$ cat config.mk
export PLATFORM = sky130hd
export DESIGN_NAME = leds_scheduler
export DESIGN_NICKNAME = d
export VERILOG_FILES = /design/src/rtl/leds_pkg.sv /design/src/rtl/leds_rr_arbiter.sv /design/src/rtl/leds_scheduler.sv
export SDC_FILE = /design/constraint.sdc
export NUM_CORES = 1
export LEC_CHECK = 0
export BUFFER_PORTS_ARGS = -buffer_cell sky130_fd_sc_hd__buf_2
export CORE_MARGIN = 1.5
export CORE_UTILIZATION = 35
export DETAILED_ROUTE_END_ITERATION = 16
export PLACE_DENSITY = 0.59
export REMOVE_ABC_BUFFERS = 1
export SYNTH_ARGS = -nofsm -noshare
export SYNTH_HDL_FRONTEND = slang
export SYNTH_HIERARCHICAL = 1
export SYNTH_SLANG_ARGS = --single-unit
export TNS_END_PERCENT = 30
$ cat constraint.sdc
create_clock -name CLK -period 3.85 [get_ports CLK]
set_input_delay 0.385 -clock CLK [delete_from_list [all_inputs] [get_ports CLK]]
set_output_delay 0.385 -clock CLK [all_outputs]
set_load 0.05 [all_outputs]
$ cat src/rtl/leds_pkg.sv
// Shared types and constants for the LED bank scheduler.
package leds_pkg;
  localparam int LED_WIDTH = 4;
  localparam logic [LED_WIDTH-1:0] LED_OFF = 4'b0000;

  typedef enum logic [1:0] {IDLE, OWNED, GAP} state_e;

  function automatic int clog2(input int n);
    int r;
    r = 0;
    for (int i = 0; i < 31; i++)
      if ((1 << i) < n) r = i + 1;
    return r;
  endfunction
endpackage

$ cat src/rtl/leds_rr_arbiter.sv
// Combinational round-robin pick: first asserted request after 'last', wrapping.
module leds_rr_arbiter
  import leds_pkg::*;
#(
  parameter int NUM_REQ = 4,
  localparam int IDX_W = clog2(NUM_REQ)
) (
  input  logic [NUM_REQ-1:0] req,
  input  logic [IDX_W-1:0]   last,
  output logic [NUM_REQ-1:0] grant,
  output logic [IDX_W-1:0]   win_idx,
  output logic               any
);
  int idx;

  always_comb begin
    idx     = 0;
    grant   = '0;
    win_idx = '0;
    any     = 1'b0;
    for (int i = 1; i <= NUM_REQ; i++) begin
      idx = (int'(last) + i) % NUM_REQ;
      if (!any && req[IDX_W'(idx)]) begin
        any                 = 1'b1;
        grant[IDX_W'(idx)]  = 1'b1;
        win_idx             = IDX_W'(idx);
      end
    end
  end
endmodule

$ cat src/rtl/leds_scheduler.sv
// Time-shares the LED bank between requesters with round-robin ownership,
// minimum dwell, timeout pre-emption and a one-tick dark gap on handover.
module leds_scheduler
  import leds_pkg::*;
#(
  parameter int NUM_REQ       = 4,
  parameter int TICK_WIDTH    = 24,
  parameter int DWELL_TICKS   = 4,
  parameter int TIMEOUT_TICKS = 16
) (
  input  logic                           CLK,
  input  logic                           RSTN,
  input  logic [LED_WIDTH-1:0]           DEFAULT_DATA,
  input  logic [NUM_REQ-1:0]             REQ,
  input  logic [LED_WIDTH*NUM_REQ-1:0]   REQ_DATA,
  output logic [NUM_REQ-1:0]             GRANT,
  output logic [LED_WIDTH-1:0]           DATA,
  output logic                           BUSY
);
  localparam int IDX_W = clog2(NUM_REQ);
  localparam int DW_W  = clog2(TIMEOUT_TICKS + 1);
  localparam logic [DW_W-1:0] DWELL_MIN = DW_W'(DWELL_TICKS);
  localparam logic [DW_W-1:0] DWELL_MAX = DW_W'(TIMEOUT_TICKS);

  state_e                 state_q, state_d;
  logic [TICK_WIDTH-1:0]  cnt_q, cnt_d;
  logic                   tick_q, tick_d;
  logic [DW_W-1:0]        dwell_q, dwell_d;
  logic [IDX_W-1:0]       last_q, last_d, owner_q, owner_d;
  logic [NUM_REQ-1:0]     grant_q, grant_d;
  logic [LED_WIDTH-1:0]   data_q, data_d;
  logic                   busy_q, busy_d;

  logic [NUM_REQ-1:0]     win_grant;
  logic [IDX_W-1:0]       win_idx;
  logic                   win_any, take, owner_req, others_req, leave;
  logic [LED_WIDTH-1:0]   req_data_a [NUM_REQ];

  for (genvar i = 0; i < NUM_REQ; i++) begin : g_unpack
    assign req_data_a[i] = REQ_DATA[i*LED_WIDTH +: LED_WIDTH];
  end

  leds_rr_arbiter #(.NUM_REQ(NUM_REQ)) u_arb (
    .req     (REQ),
    .last    (last_q),
    .grant   (win_grant),
    .win_idx (win_idx),
    .any     (win_any)
  );

  // grant_q is the owner's one-hot while OWNED, so masking it leaves the waiters
  assign owner_req  = REQ[owner_q];
  assign others_req = |(REQ & ~grant_q);
  assign leave      = (dwell_q >= DWELL_MIN && !owner_req) ||
                      (dwell_q >= DWELL_MAX && others_req);

  always_comb begin
    cnt_d   = cnt_q + 1'b1;
    tick_d  = &cnt_q;
    state_d = state_q;
    dwell_d = dwell_q;
    last_d  = last_q;
    owner_d = owner_q;
    grant_d = grant_q;
    data_d  = data_q;
    busy_d  = busy_q;
    take    = 1'b0;
    case (state_q)
      IDLE: begin
        take    = win_any;
        data_d  = DEFAULT_DATA;
        grant_d = '0;
        busy_d  = 1'b0;
      end
      OWNED: begin
        if (leave) begin
          state_d = GAP;
          grant_d = '0;
          data_d  = LED_OFF;
        end else begin
          if (owner_req) data_d = req_data_a[owner_q];
          if (tick_q && dwell_q != DWELL_MAX) dwell_d = dwell_q + 1'b1;
        end
      end
      GAP: begin
        if (tick_q) begin
          take    = win_any;
          state_d = IDLE;
          data_d  = DEFAULT_DATA;
          busy_d  = 1'b0;
        end
      end
      default: state_d = IDLE;
    endcase
    if (take) begin
      state_d = OWNED;
      owner_d = win_idx;
      last_d  = win_idx;
      dwell_d = '0;
      grant_d = win_grant;
      data_d  = req_data_a[win_idx];
      busy_d  = 1'b1;
    end
  end

  always_ff @(posedge CLK) begin
    if (!RSTN) begin
      state_q <= IDLE;
      cnt_q   <= '0;
      tick_q  <= 1'b0;
      dwell_q <= '0;
      last_q  <= IDX_W'(NUM_REQ - 1);
      owner_q <= '0;
      grant_q <= '0;
      data_q  <= LED_OFF;
      busy_q  <= 1'b0;
    end else begin
      state_q <= state_d;
      cnt_q   <= cnt_d;
      tick_q  <= tick_d;
      dwell_q <= dwell_d;
      last_q  <= last_d;
      owner_q <= owner_d;
      grant_q <= grant_d;
      data_q  <= data_d;
      busy_q  <= busy_d;
    end
  end

  assign GRANT = grant_q;
  assign DATA  = data_q;
  assign BUSY  = busy_q;
endmodule
=== Word level (Yosys, flattened, before mapping) ===
Index checks and enable logic that the tools add are counted.

* Register bits: 45
* Bits in latches: 0
* Bits in writable memories: 0
* ROM bits: 0
* Input bits: 26
* Output and inout port bits: 9
* Word-level logic and storage cells: 133
* Memories kept: 0

* Add/sub/neg operators: 6
* Multipliers: 0
* Divide/modulo/power cells: 0
* $lt $le $gt $ge: 13
* Equality and inequality tests: 9
* Shift operators: 0
* Multiplexer cells: 57
* Bitwise operators: 10
* Reductions and logical operators: 28

{| class="wikitable"
|+ Operators with widths
! cell !! count
|-
| 2-to-1 mux 4 bit || 14
|-
| adder 24 x 1 -> 24 bit (second input constant) || 1
|-
| AND reduction 24 bit || 1
|-
| 2-to-1 mux 1 bit || 21
|-
| binary-select mux 4 bit (select 2 bit) || 2
|-
| < comparator 2 x 4 -> 1 bit (second input constant) || 4
|-
| 2-to-1 mux 2 bit || 6
|-
| bitwise OR 4 bit || 3
|-
| one-hot mux 4 bit (3 select lines) || 1
|-
| AND reduction 3 bit || 4
|-
| binary-select mux 1 bit (select 2 bit) || 5
|-
| logical AND 1 bit || 10
|-
| demux 1 bit (select 2 bit) || 4
|-
| >= comparator 2 x 1 -> 1 bit (second input constant) || 4
|-
| one-hot mux 4 bit (2 select lines) || 1
|-
| >= comparator 3 bit (second input constant) || 2
|-
| inequality test 2 bit (second input constant) || 3
|-
| inequality test 3 bit (second input constant) || 2
|-
| inverter 2 -> 3 bit || 2
|-
| one-hot mux 2 bit (3 select lines) || 1
|-
| nonzero test 3 bit || 2
|-
| adder 5 x 1 -> 5 bit (second input constant) || 1
|-
| >= comparator 5 x 3 -> 1 bit (second input constant) || 1
|-
| >= comparator 5 bit (second input constant) || 1
|-
| other kinds (18) || 27
|}

=== Longest topological paths before layout ===
Gate-level depths: netlist of run 1.

* Word-level depth: 19
* Depth in mapped cells: 13
* Gate-level depth less buffers: 10

=== By module ===
Netlist of run 1, hierarchy kept.

{| class="wikitable"
|+ Modules (own cells, without submodules)
! module !! times used !! cells an instance !! area an instance (um^2) !! sequential area each (um^2)
|-
| leds_scheduler || 1 || 249 || 2347.3 || 900.9
|-
| leds_rr_arbiter || 1 || 60 || 494.2 || 0.0
|}

=== Least setup slack after synthesis of run 1 ===
No wires, ideal clock.

* Kind: flip-flop to flip-flop
* Start point: reg last_q[0]
* End point: reg data_q[2], in the netlist DATA[2]
* Library setup time: 0.132 ns
* Arrival time: 3.181 ns
* Data required time: 3.718 ns
* Path slack: 0.537 ns
* Cell stages (with the launch flop): 14
* Path buffers: 3
* Clock period less this slack: 3.313 ns
* Cell sequence: dfxtp_1 buf_6 inv_1 ha_1 clkbuf_1 mux4_2 nor2b_1 a2111oi_0 a21oi_1 clkbuf_2 mux4_2 o211ai_1 a21o_1 a41oi_2

* Word-level cells in the longest chain between the ends: 19
* Elaborated cells between the ends (all ways): 41
* Those cells by class: 4 x add/sub; 2 x eq/ne; 26 x mux; 1 x bitwise; 8 x reduce/logical

{| class="wikitable"
|+ RTL lines
! element !! line !! text
|-
| start, declared || leds_scheduler.sv:29 || <nowiki>logic [IDX_W-1:0] last_q, last_d, owner_q, owner_d;</nowiki>
|-
| start signal, assigned || leds_scheduler.sv:112 || <nowiki>last_q <= IDX_W'(NUM_REQ - 1);</nowiki>
|-
| start signal, assigned || leds_scheduler.sv:122 || <nowiki>last_q <= last_d;</nowiki>
|-
| adder 2 x 1 -> 2 bit || leds_rr_arbiter.sv:22 || <nowiki>idx = (int'(last) + i) % NUM_REQ;</nowiki>
|-
| binary-select mux 1 bit (select 2 bit) || leds_rr_arbiter.sv:23 || <nowiki>if (!any && req[IDX_W'(idx)]) begin</nowiki>
|-
| 2-to-1 mux 1 bit (not written as such) (2 in series) || leds_rr_arbiter.sv:23 ||
|-
| 2-to-1 mux 1 bit || leds_rr_arbiter.sv:23 ||
|-
| logical NOT 1 bit || leds_rr_arbiter.sv:23 ||
|-
| logical AND 1 bit || leds_rr_arbiter.sv:23 ||
|-
| 2-to-1 mux 1 bit || leds_rr_arbiter.sv:23 ||
|-
| logical NOT 1 bit || leds_rr_arbiter.sv:23 ||
|-
| [... 2 more ...] || - ||
|-
| logical NOT 1 bit || leds_rr_arbiter.sv:23 ||
|-
| logical AND 1 bit || leds_rr_arbiter.sv:23 ||
|-
| 2-to-1 mux 2 bit (*) || leds_rr_arbiter.sv:23 ||
|-
| net win_idx[0] || leds_scheduler.sv:35 || <nowiki>logic [IDX_W-1:0] win_idx;</nowiki>
|-
| inverter 2 -> 3 bit (not written as such) (*) || leds_scheduler.sv:101 || <nowiki>data_d = req_data_a[win_idx];</nowiki>
|-
| binary-select mux 4 bit (select 2 bit) (*) || leds_scheduler.sv:101 ||
|-
| 2-to-1 mux 4 bit (not written as such) (*) (2 in series) || leds_scheduler.sv:101 ||
|-
| 2-to-1 mux 4 bit (*) || leds_scheduler.sv:95 || <nowiki>if (take) begin</nowiki>
|-
| end signal, assigned || leds_scheduler.sv:125 || <nowiki>data_q <= data_d;</nowiki>
|-
| end, declared || leds_scheduler.sv:31 || <nowiki>logic [LED_WIDTH-1:0] data_q, data_d;</nowiki>
|}

Mark *: on every way through the listed nets, which the timed path passes. The rest lies on a longest branch. The select of a mux whose other input is x is not followed.
A chain may end at the register's enable or synchronous reset.

=== Worst setup path after layout of run 1 ===
* Start point: reg last_q[1]
* End point: reg data_q[2], in the netlist DATA[2]

The elaborated chain is that of the path after synthesis.

==> flow_summary.json, run 1 <==
{
  "critical_path_class": "flop to flop",
  "area_growth_syn_to_layout_pct": 12.24,
  "holdWs_ps": 390.8,
  "max-slew-margin-rel_pct": 52.46,
  "crit_arrival_ps": 3450,
  "rows": 32,
  "grt_pass1_vias": 2500,
  "path_max_fanout": 11,
  "clock.fmax_mhz": 305.8,
  "antenna_found_initial": 0,
  "synth_flop_cell": "dfxtp_1",
  "vdd.ir_drop.worst_mv": 0.3853,
  "postSynthAreaPerCell_um2": 9.196,
  "firstDrtPassIters": 6,
  "drtIter0Drc": 63,
  "track_usage_pct": 16.72,
  "ff2ff_setup_slack_ps": 580,
  "vias": 2423,
  "diodes": 0,
  "die_y_um": 93.10,
  "grt_pass1_wl_um": 11700,
  "ios": 35,
  "fill_cells": 785,
  "synth_compound_area_share_pct": 17.35,
  "setup_viol": 0,
  "timing.critical_path.mode_cell": "mux4_2",
  "worst_slack_ps": 579.4,
  "ctsHoldBuffers": 0,
  "grt_max_degree": 29,
  "slew_violations": 0,
  "ys_warn_count": 6,
  "post_cts_buffers": 0,
  "drive_gt1_share_pct": 19.83,
  "async_flop_share_pct": 0,
  "cp-start-kind": "flop",
  "rr_worst_depth": 10,
  "synthSimpleGateAreaFrac_pct": 22.63,
  "endpoint_kind": "flop",
  "ys_seq_elements": 45,
  "power_density_mw_per_mm2": 631.0,
  "ant_nets": 0,
  "hpwl_um": 4844,
  "post_cts_resized": 0,
  "synth.area.mux_share_pct": 12.55,
  "holdPathStages": 3,
  "min_path_type": "input pin to flop",
  "synth_top_area_cell": "dfxtp_1",
  "maxCapViolCount": 0,
  "worstMarginPinSlew_ps": 705.7,
  "worstReg2RegStart": "last_q[1]",
  "netlist_area_mm2": 0.002841,
  "hold_end": "DATA[3]",
  "fin_crit_ps": 3271,
  "routed_wl_um": 6648,
  "synthTopCellsByArea": "dfxtp_1, mux4_2, ha_1",
  "tns_ps": 0,
  "synth_top_family_by_area": "simple AND/OR/NAND/NOR gates",
  "numCtsBuffers": 5,
  "core_area_mm2": 0.007807,
  "cts_root_buf": "clkbuf_8",
  "gp_congestion": 0.8436,
  "synth-edff-count": 0,
  "cts_tree": "built",
  "worstPathCellList": "inv_1 > ha_1 > mux4_2 > nor2_1 > a221o_1 > o21ai_0 > mux4_2 > o211ai_1 > a21o_1 > a41oi_2",
  "ys_types": 53,
  "yosysSeqAreaShare_pct": 31.70,
  "reg2reg_to": "DATA[2]",
  "synth-xor-area-share_pct": 6.473,
  "clock_latency_ps": 300,
  "clk_pin_slew_ps": 90,
  "critPathRequiredTime_ps": 4030,
  "finalHoldViolCount": 0,
  "finalCritPeriodShare_pct": 84.95,
  "slowest_stage": "o21ai_0",
  "p_leak_nw": 1.193,
  "syn_inst": 309,
  "drc": 0,
  "fin_nets": 379,
  "post_drt_wl_per_cell_um": 14.94,
  "die_x_um": 93.10,
  "cts_num_sinks": 45,
  "port_buffers": 34,
  "globalRouteOverflowTotal": 0,
  "finalClockSkew_ps": 8.532,
  "synthAdderAreaFrac_pct": 4.844,
  "clockBufferDepth": 2,
  "hold_start": "DEFAULT_DATA[3]",
  "synth_top_cell_area_share_pct": 31.70,
  "dieArea_mm2": 0.008668,
  "place_ws_ps": 609.9,
  "initial_core_util_pct": 36.39,
  "final_common_cell": "dfxtp_1",
  "status": "finished, final reports clean",
  "h-tree-depth": 2,
  "mostFrequentLayoutCells": "dfxtp_1, buf_2, nor2_1",
  "via_per_inst": 5.445,
  "slowest_delay_ps": 570,
  "rsz0062_at_grt": "false"
}
==> metrics by stage <==
stage | utilization (%) | std cells | area [um^2] | power (W)
after CTS | 40.85 | 445 | 3189 | 0.002023
after floorplan | - | 296 | 2760 | 0.001424
after detailed placement | 39.65 | 437 | 3095 | 0.001709
final | 40.85 | 445 | 3189 | 0.002012
after global routing | 40.85 | 445 | 3189 | 0.002163
after global placement | 39.65 | 437 | 3095 | 0.001716
==> worst max path at each step <==
stage / from / endpoint / slack, ps / cells past startpoint
after floorplan: last_q[0] / DATA[2] / 440 / 9
after CTS: last_q[1] / DATA[2] / 610 / 10
after detailed placement: last_q[1] / DATA[2] / 610 / 10
final: last_q[1] / DATA[2] / 580 / 10
after global routing: last_q[1] / DATA[2] / 380 / 10
after global placement: last_q[1] / DATA[2] / 700 / 10
==> layout make-up <==
class | instances | area (um^2) | area share, %
Clock buffer | 5 | 68.82 | 2.158
Clock inverter | 3 | 25.02 | 0.7846
Inverter | 12 | 45.04 | 1.412
Multi-Input combinational cell | 239 | 1814 | 56.89
Sequential cell | 45 | 900.9 | 28.25
Tap cell | 102 | 127.6 | 4.002
Timing Repair Buffer | 39 | 207.7 | 6.512
==> cell usage after synthesis, types with 2 or more instances <==
cell type	number
ha_1	11
mux2i_1	9
a41oi_1	3
nor2b_1	11
o211ai_1	4
clkbuf_1	7
nand4_1	9
a31oi_1	3
and4_1	2
a21oi_1	12
mux4_2	9
a32oi_1	4
and3_1	5
mux4_1	2
nand3_1	23
nand2b_1	3
inv_1	11
a32o_1	4
or3_1	4
nor2_1	31
xor2_1	13
buf_6	4
o2111ai_1	2
xnor2_1	8
o21ai_0	15
nor3_2	2
and2_1	7
a22oi_1	4
dfxtp_1	45
nand2_1	19
==> critical path: cells and delay by family (launching register included) <==
kind / cells / cell delay [ps]
and+or+nand+nor: 1 / 120
buffers and inverters: 1 / 100
muxes: 2 / 810
DFF: 1 / 330
AOI/OAI and AO/OA: 5 / 1300
adders and majority gates: 1 / 490
==> registers in the layout, summed over array words and instances, names as in the netlist <==
name     flops
cnt_q       24
dwell_q      5
DATA         4
GRANT        4
last_q       2
owner_q      2
state_q      2
BUSY         1
tick_q       1
==> layer usage <==
| layer | vias to the layer above | GRT usage, % | share of wire, % | routed length, um |
|---|---|---|---|---|
| li1 | 1201 | - | - | - |
| met5 | - | 0 | 0 | 0 |
| met3 | 9 | 2.602 | 2.9 | 195 |
| met4 | 0 | 4.924 | 1.4 | 92 |
| met2 | 43 | 28.53 | 47 | 3101 |
| met1 | 1170 | 21.71 | 49 | 3258 |
==> cells by family after synthesis <==
logic type / after synthesis
simple gates: 122
compound gates: 64
flops: 45
buf+inv: 25
xor+xnor: 21
mux: 21
fa+ha+maj: 11
==> report_power, final <==
group	internal [W]	switching [W]
Combinational	0.000446	0.000664
Sequential	0.000531	0.0000633
Clock	0.000131	0.000177
Total	0.00111	0.000904
Power figures use the tool's default switching activity.
==> inputs of run 2 (changes only) <==
--- a/config.mk
+++ b/config.mk
@@ -9,7 +9,7 @@
 export CORE_MARGIN = 1.5
 export CORE_UTILIZATION = 35
 export DETAILED_ROUTE_END_ITERATION = 16
-export PLACE_DENSITY = 0.59
+export PLACE_DENSITY = 0.61
 export REMOVE_ABC_BUFFERS = 1
 export SYNTH_ARGS = -nofsm -noshare
 export SYNTH_HDL_FRONTEND = slang
==> constraint.sdc (replaced) <==
create_clock -name CLK -period 2.7 [get_ports CLK]
set_input_delay 0.27 -clock CLK [delete_from_list [all_inputs] [get_ports CLK]]
set_output_delay 0.27 -clock CLK [all_outputs]
set_load 0.05 [all_outputs]
==> run 2 against run 1 <==
Routed wire length rose by 1.6%. Sequential share of layout area is 1.8 points lower. Die area unchanged. Critical path depth unchanged. Sequential power grew 46%. Critical endpoint unchanged. Worst hold slack got worse by 110 ps. Worst setup slack got worse by 500 ps. Highest routed layer unchanged. Clock skew up 2.7 ps.
==> flow_summary.json, run 2 (synthesis results as in run 1) <==
{
  "status": "finished, final reports clean",
  "critical_path_class": "flop to flop",
  "die_x_um": 93.10,
  "h-tree-depth": 2,
  "slew_violations": 0,
  "placed_area_mm2": 0.003231,
  "dp.cells": 455,
  "finalHoldViolCount": 0,
  "vdd.ir_drop.worst_mv": 0.7232,
  "fin_nets": 400,
  "slowest_stage": "mux4_2",
  "post_drt_wl_per_cell_um": 14.50,
  "firstDrtPassIters": 4,
  "top_regs": "cnt_q: 24 flops, dwell_q: 5 flops",
  "track_usage_pct": 16.01,
  "ff2ff_setup_slack_ps": 80,
  "slowest_delay_ps": 450,
  "clk_pin_slew_ps": 90,
  "antenna_found_initial": 0,
  "cts_num_sinks": 45,
  "p_leak_nw": 1.314,
  "crit_arrival_ps": 2790,
  "fin_util_pct": 43.70,
  "mostFrequentLayoutCells": "dfxtp_1, buf_2, nor2_1",
  "numCtsBuffers": 5,
  "drc": 0,
  "fill_cells": 746,
  "min_path_type": "input pin to flop",
  "fin_crit_ps": 2622,
  "ios": 35,
  "gp_congestion": 0.8525,
  "p_comb_share_pct": 58.5,
  "power_density_mw_per_mm2": 973.6,
  "worstPathCellList": "inv_1 > ha_4 > mux4_2 > nor2b_2 > a2111oi_4 > a21oi_2 > mux4_2 > o211ai_1 > a21o_1 > a41oi_2",
  "globalRouteOverflowTotal": 0,
  "via_per_inst": 5.337,
  "setup_viol": 0,
  "vias": 2487,
  "finalCritPeriodShare_pct": 97.10,
  "largest_reg_flops": 24,
  "die_y_um": 93.10,
  "core_area_mm2": 0.007807,
  "max-slew-margin-rel_pct": 60.37,
  "hpwl_um": 4983,
  "rows": 32,
  "ctsHoldBuffers": 0,
  "finalClockSkew_ps": 11.24,
  "initial_core_util_pct": 36.39,
  "cts_tree": "built",
  "reg2reg_to": "DATA[2]",
  "routed_wl_um": 6757,
  "swShare_pct": 41.18,
  "timing.critical_path.mode_cell": "mux4_2",
  "hold_start": "DEFAULT_DATA[3]",
  "cts_root_buf": "clkbuf_8",
  "endpoint_kind": "flop",
  "p_int_w": 0.001954,
  "clock.fmax_mhz": 381.4,
  "grt_pass1_vias": 2298,
  "dieArea_mm2": 0.008668,
  "ant_nets": 0,
  "clockBufferDepth": 2,
  "place_ws_ps": -39.35,
  "worstReg2RegStart": "last_q[0]",
  "path_max_fanout": 4,
  "endpoint": "DATA[2]",
  "cp-start-kind": "flop",
  "holdWs_ps": 283.7,
  "setup.worst_path.start": "last_q[0]",
  "worstMarginPinSlew_ps": 593.3,
  "area_growth_syn_to_layout_pct": 20.08,
  "finalNonFillerCells": 466,
  "power_frac_seq_pct": 26.0,
  "rsz0062_at_grt": "true",
  "grt_max_degree": 24,
  "worst_slack_ps": 78.31,
  "top_register": "cnt_q",
  "critPathRequiredTime_ps": 2870,
  "final_area_mm2": 0.003412,
  "p_sw_w": 0.001368,
  "maxCapViolCount": 0,
  "grt_pass1_wl_um": 11050,
  "p_clk_share_pct": 15.4,
  "clock_latency_ps": 300,
  "final_common_cell": "dfxtp_1",
  "drive_gt1_share_pct": 25.82,
  "rr_worst_depth": 10,
  "diodes": 0,
  "drtIter0Drc": 145,
  "port_buffers": 34
}
==> run 2: area by class of cell <==
class                      count  area (um^2)  area share [%]
clock buffer                   6        72.57           2.127
clock inverter                 2        38.79           1.137
tap                          102        127.6           3.740
sequential                    45        902.1           26.44
timing repair buffer          60        369.1           10.82
inverter                      12        45.04           1.320
multi-input combinational    239         1857           54.42
==> run 2: routing by layer <==
metal	GRT usage, %	wire [um]	vias up
met5	0	0	-
met4	4.293	98	0
met3	3.089	301	8
met2	24.57	3059	57
met1	22.91	3297	1177
li1	-	-	1245
==> run 2: worst min-delay path by stage <==
stage	to	slack, ps	depth (start not counted)
global route	DATA[3]	310	3
detailed placement	cnt_q[0]	450	1
CTS	DATA[3]	280	3
finish	DATA[3]	280	3
floorplan	last_q[0]	340	1
global placement	cnt_q[0]	440	1
==> run 2: power by group through the flow <==
stage | logic (W) | clock network [W] | registers (W)
floorplan | 0.000955 | 0 | 0.00108
global placement | 0.00175 | 0 | 0.000875
detailed placement | 0.00177 | 0 | 0.000878
CTS | 0.00184 | 0.000527 | 0.000863
global route | 0.00209 | 0.000551 | 0.000878
finish | 0.00194 | 0.000513 | 0.000865
==> run 2: through the flow <==
| stage | total power, W | TNS (ps) |
|---|---|---|
| 3_5_place_dp | 0.002644 | -39.35 |
| 5_1_grt | 0.003522 | -19.15 |
| 3_3_place_gp | 0.002626 | 0 |
| 6_report | 0.003322 | 0 |
| 2_1_floorplan | 0.002031 | -3494 |
| 4_1_cts | 0.003232 | 0 |
==> run 2: what timing repair did <==
action | in CTS | in global routing
gates resized for setup | 3 | 8
setup buffers | 2 | 1
gates cloned | 0 | 0
setup endpoints to repair | 3 | 4
==> run 2: critical path, delay by kind of cell (launching register included) <==
family	cells	cell delay, ps
compound gates	5	780
mux	2	770
flops	1	360
fa+ha+maj	1	290
simple gates	1	200
buf+inv	1	90
